## config.mk

```make
export PLATFORM = sky130hd
export DESIGN_NAME = i2s_tx_ctrl
export DESIGN_NICKNAME = d
export VERILOG_FILES = /design/src/rtl/i2s_tx_ctrl.sv
export SDC_FILE = /design/constraint.sdc
export NUM_CORES = 1
export LEC_CHECK = 0
export ABC_AREA = 1
export BUFFER_PORTS_ARGS = -buffer_cell sky130_fd_sc_hd__buf_4
export CAP_MARGIN = 25
export CORE_UTILIZATION = 35
export CTS_BUF_LIST = sky130_fd_sc_hd__clkbuf_4 sky130_fd_sc_hd__clkbuf_8
export DETAILED_ROUTE_END_ITERATION = 6
export SLEW_MARGIN = 20
export SYNTH_ARGS = -nofsm -noshare
export SYNTH_HDL_FRONTEND = slang
export SYNTH_SLANG_ARGS = --single-unit
```

## constraint.sdc

```tcl
create_clock -name clk -period 1.8 [get_ports clk]
set_input_delay 0.18 -clock clk [delete_from_list [all_inputs] [get_ports clk]]
set_output_delay 0.18 -clock clk [all_outputs]
set_load 0.1 [all_outputs]
```

## src/rtl/i2s_tx_ctrl.sv

```systemverilog
// I2S master transmitter: BCLK/LRCK generation, one-entry sample hold, MSB-first shifter.
// Optional underrun counter port enabled by defining I2S_TX_UNDERRUN_CNT_EN.
module i2s_tx_ctrl #(
  parameter int unsigned CLK_FREQ     = 50_000_000,
  parameter int unsigned SAMPLE_RATE  = 48000,
  parameter int unsigned SAMPLE_WIDTH = 16,
  parameter int unsigned SLOT_WIDTH   = 32
) (
  input  logic                    clk,
  input  logic                    reset,
  input  logic                    en,
  input  logic [SAMPLE_WIDTH-1:0] smp_l,
  input  logic [SAMPLE_WIDTH-1:0] smp_r,
  input  logic                    smp_valid,
  output logic                    smp_ready,
  output logic                    i2s_bclk,
  output logic                    i2s_lrck,
  output logic                    i2s_dout,
  output logic                    underrun
`ifdef I2S_TX_UNDERRUN_CNT_EN
  ,
  output logic [15:0]             underrun_cnt
`endif
);

  localparam int unsigned BCLK_HALF  = CLK_FREQ / (SAMPLE_RATE * SLOT_WIDTH * 2) / 2;
  localparam int unsigned FRAME_BITS = 2 * SLOT_WIDTH;
  localparam int unsigned DIV_W      = (BCLK_HALF > 1) ? $clog2(BCLK_HALF) : 1;
  localparam int unsigned BIT_W      = $clog2(FRAME_BITS);

  typedef enum logic [1:0] {IDLE, PREFILL, RUN} state_e;

  state_e                  state_q, state_d;
  logic [DIV_W-1:0]        div_q, div_d;
  logic [BIT_W-1:0]        bit_q, bit_d, bit_nxt;
  logic                    bclk_q, bclk_d;
  logic                    lrck_q, lrck_d;
  logic                    dout_q, dout_d;
  logic [FRAME_BITS-1:0]   sr_q, sr_d;
  logic                    hold_full_q, hold_full_d;
  logic [SAMPLE_WIDTH-1:0] hold_l_q, hold_l_d, hold_r_q, hold_r_d;
  logic                    ready_q, ready_d;
  logic                    underrun_q, underrun_d;

  logic                    div_wrap, fall, frame_wrap, xfer;
  logic [SLOT_WIDTH-1:0]   slot_l, slot_r;

  assign div_wrap   = (div_q == DIV_W'(BCLK_HALF - 1));
  assign fall       = (state_q != IDLE) && div_wrap && bclk_q;
  assign frame_wrap = fall && (bit_q == BIT_W'(FRAME_BITS - 1));
  assign bit_nxt    = frame_wrap ? '0 : bit_q + BIT_W'(1);
  assign xfer       = smp_valid && ready_q;

  // Left-justify each sample in its slot; the remaining pad bits are zero.
  assign slot_l = SLOT_WIDTH'(hold_l_q) << (SLOT_WIDTH - SAMPLE_WIDTH);
  assign slot_r = SLOT_WIDTH'(hold_r_q) << (SLOT_WIDTH - SAMPLE_WIDTH);

  always_comb begin
    state_d     = state_q;
    div_d       = div_q;
    bclk_d      = bclk_q;
    bit_d       = bit_q;
    lrck_d      = lrck_q;
    dout_d      = dout_q;
    sr_d        = sr_q;
    hold_full_d = hold_full_q;
    hold_l_d    = hold_l_q;
    hold_r_d    = hold_r_q;
    ready_d     = ready_q;
    underrun_d  = 1'b0;

    if (!en) begin
      state_d     = IDLE;
      div_d       = '0;
      bclk_d      = 1'b0;
      bit_d       = '0;
      lrck_d      = 1'b0;
      dout_d      = 1'b0;
      sr_d        = '0;
      hold_full_d = 1'b0;
      hold_l_d    = '0;
      hold_r_d    = '0;
      ready_d     = 1'b0;
    end else begin
      if (state_q == IDLE) begin
        state_d = PREFILL;
      end else begin
        div_d = div_wrap ? '0 : div_q + DIV_W'(1);
        if (div_wrap) bclk_d = ~bclk_q;

        if (fall) begin
          bit_d  = bit_nxt;
          dout_d = sr_q[FRAME_BITS-1];
          sr_d   = sr_q << 1;
          if (bit_nxt == BIT_W'(SLOT_WIDTH)) lrck_d = 1'b1;
          else if (frame_wrap)               lrck_d = 1'b0;
        end

        // The frame takes the hold contents from before this cycle; a pair
        // accepted on the same cycle is kept for the next frame.
        if (frame_wrap) begin
          if (hold_full_q) begin
            sr_d        = {slot_l, slot_r};
            hold_full_d = 1'b0;
          end else begin
            sr_d       = '0;
            underrun_d = (state_q == RUN);
          end
          if (state_q == PREFILL) state_d = RUN;
        end
      end

      if (xfer) begin
        hold_full_d = 1'b1;
        hold_l_d    = smp_l;
        hold_r_d    = smp_r;
      end
      ready_d = ~hold_full_d;
    end
  end

  always_ff @(posedge clk) begin
    if (reset) begin
      state_q     <= IDLE;
      div_q       <= '0;
      bclk_q      <= 1'b0;
      bit_q       <= '0;
      lrck_q      <= 1'b0;
      dout_q      <= 1'b0;
      sr_q        <= '0;
      hold_full_q <= 1'b0;
      hold_l_q    <= '0;
      hold_r_q    <= '0;
      ready_q     <= 1'b0;
      underrun_q  <= 1'b0;
    end else begin
      state_q     <= state_d;
      div_q       <= div_d;
      bclk_q      <= bclk_d;
      bit_q       <= bit_d;
      lrck_q      <= lrck_d;
      dout_q      <= dout_d;
      sr_q        <= sr_d;
      hold_full_q <= hold_full_d;
      hold_l_q    <= hold_l_d;
      hold_r_q    <= hold_r_d;
      ready_q     <= ready_d;
      underrun_q  <= underrun_d;
    end
  end

  assign smp_ready = ready_q;
  assign i2s_bclk  = bclk_q;
  assign i2s_lrck  = lrck_q;
  assign i2s_dout  = dout_q;
  assign underrun  = underrun_q;

`ifdef I2S_TX_UNDERRUN_CNT_EN
  logic [15:0] cnt_q, cnt_d;

  always_comb begin
    cnt_d = cnt_q;
    if (!en)                            cnt_d = '0;
    else if (underrun_d && cnt_q != '1) cnt_d = cnt_q + 16'd1;
  end

  always_ff @(posedge clk) begin
    if (reset) cnt_q <= '0;
    else       cnt_q <= cnt_d;
  end

  assign underrun_cnt = cnt_q;
`endif

endmodule

```

==> reports/qor.txt <==
drt first pass iters: 4
Area growth syn-to-layout: 19.1%
CTS H-Tree Depth: 3
CTS buffer count: 9
CP Max Fanout: 21
pin count of the biggest net entering global routing: 43
Hold Crit Class: in2reg
n_diodes: 0
outcome: completed
Sequential Power Share: 55.8%
layout filler cell count: 1100
number of global-route vias before repair: 3312
FP Rows: 38
fmax: 600 MHz
area leader, netlist: dfxtp_1
EDFF count, synth: 0
switch share: 21.5%
Worst setup SP type: flip-flop
Via Count: 3459
Main synth FF type: dfxtp_1
crit path time final: 1.67 ns
max-cap violation count: 0
clock group share of total power: 39.7%
# clock sinks: 97
antenna violations before repair: 0
worst skew pair latency: 0.36 ns
final worst slack: 0.135 ns
vias per cell: 4.91
share of the synthesized area in the top cell type: 48.6%
count of cell types in the netlist: 31
synthesis-stage register bit count: 97
final hold vios: 0
number of DRC markers in iteration 0: 192
Post-Syn Area: 0.00399 sq mm
multi-input logic area: 0.00168 sq mm
period utilization: 92.5%
critical path class: reg2reg
Seq/Total Area, Yosys: 48.6%
Fin Clk Skew: 0.00855 ns
Register Area: 0.00195 sq mm
final core occ: 43.3%
RSZ-0062 raised after global routing: no
setup TNS: 0 ns
first-pass GRT wire length: 14600 um
top-count cell post-synth: nand2_1
Final Wtd Congestion: 0.764
final slew viol count: 0
port bufs: 40
io pins: 41
Place WS: 0.113 ns
Slew headroom: 65.3%
CTS root buf: clkbuf_8
Worst-Margin Slew: 0.519 ns
Yosys Warn Count: 0
CTS tree: built
Placeable Area: 0.0110 sq mm
Synth top cells by count: nand2_1, dfxtp_1, inv_1
Placed Instances: 685
hold slack: 0.0633 ns
Combinational Power Share: 4.5%
DR DRC count: 0
synth top area cells: dfxtp_1, nand2_1, a21oi_1
Int Power: 3050 uW
R2R Setup Slk: 0.13 ns
fin nets: 600
Net Sw Power: 835 uW
antenna-violating nets left: 0
Clock Tree Buf Depth: 2
syn avg cell area: 7.61 sq um
Die Span X: 109 um
GRT overflow: 0
Total Wirelength: 8740 um
clock slew at reported path FFs: 0.09 ns
CP endpoint kind: flip-flop
Peak supply drop: 401 uV
synthesized instance count: 525
pwr dens: 816 mW/mm^2
Setup Viol. Count Final: 0
CP required: 2.03 ns
async set-reset flop share out of synthesis: 0%
fin cells: 705
height of the chip: 109 um
DR WL/cell: 12.4 um
Leakage Power: 0.00203 uW
DPL Wire Length: 5640 um
worst path arrival time: 1.90 ns
Initial Util: 36.4%
total global routing track utilization: 15.8%
synthesized net count: 564
die area: 0.0118 sq mm
fraction of layout cells with a size suffix above 1: 16.3%
worst max-delay path: stages, from the launching register on:
cell	delay, ns
dfxtp_1	0.41
ha_2	0.24
nand3_1	0.12
nor2_1	0.24
nor2_4	0.11
clkbuf_16	0.20
a22oi_1	0.16
nor2_1	0.06
per-layer routing:
layer / GRT usage (%) / share of wire (%) / vias to the layer above
li1: - / - / 1757
met2: 27.2 / 49 / 73
met1: 19.3 / 46 / 1619
met3: 2.33 / 3.6 / 10
met5: 0 / 0 / -
met4: 7.63 / 1.7 / 0
stage by stage:
step                area, sq um  total power, uW
global placement           4440             2390
global route               4760             4030
finish                     4760             3880
detailed placement         4440             2390
floorplan                  4000             2300
CTS                        4650             3920
state kept, by name, indices dropped and copies added, names as in the netlist:
name	cells
sr_q	48
hold_l_q	16
hold_r_q	16
bit_q	6
div_q	3
state_q	2
hold_full_q	1
i2s_bclk	1
i2s_dout	1
i2s_lrck	1
smp_ready	1
underrun	1
power by group through the flow:
stage                     Sequential (uW)  Combinational [uW]  Clock, uW
final                                2170                 173       1540
after floorplan                      2220                76.4          0
after global routing                 2170                 190       1660
after CTS                            2170                 175       1580
after detailed placement             2220                 175          0
after global placement               2220                 173          0
cell families (layout without fill, tap and decap cells):
logic type      count (synthesis)  in the layout  synth area share [%]
buf+inv                        86            126                  9.81
compound gates                 86             86                  13.6
simple gates                  253            253                  27.0
flops                          97             97                  48.6
fa+ha+maj                       3              3                 0.940
area by class of cell:
| type | instances | area share [%] |
|---|---|---|
| multi-input combinational | 342 | 35.2 |
| clock buffer | 10 | 2.89 |
| sequential | 97 | 40.9 |
| clock inverter | 5 | 1.66 |
| timing repair buffer | 57 | 11.4 |
| inverter | 54 | 4.26 |
| tap | 140 | 3.68 |
cells in the final DEF (no fill, tap or decap), types with 3 or more instances in the layout:
master and count:
nor2_4 3, inv_2 3, o211ai_1 7, o2111ai_1 7, dfxtp_1 94, clkbuf_16 3
nand2_1 177, a21oi_1 46, nand3_1 42, buf_4 49, buf_12 5, nor2_1 23
dfxtp_2 3, o21ai_0 3, inv_1 51, clkbuf_8 10, a22oi_1 16
path summary, 6_finish.rpt:
path	start	to	cells after the start
max reg2reg	bit_q[1]	sr_q[42]	7
min	smp_l[5]	hold_l_q[5]	3
min reg2reg	sr_q[63]	i2s_dout	2
max	bit_q[1]	sr_q[42]	7
timing repair:
item	4_1_cts	5_1_grt
buffers inserted	0	2
endpoints found under the setup margin	0	5
gates resized for setup	0	4
hold buffers	0	0
Power figures use the tool's default switching activity.
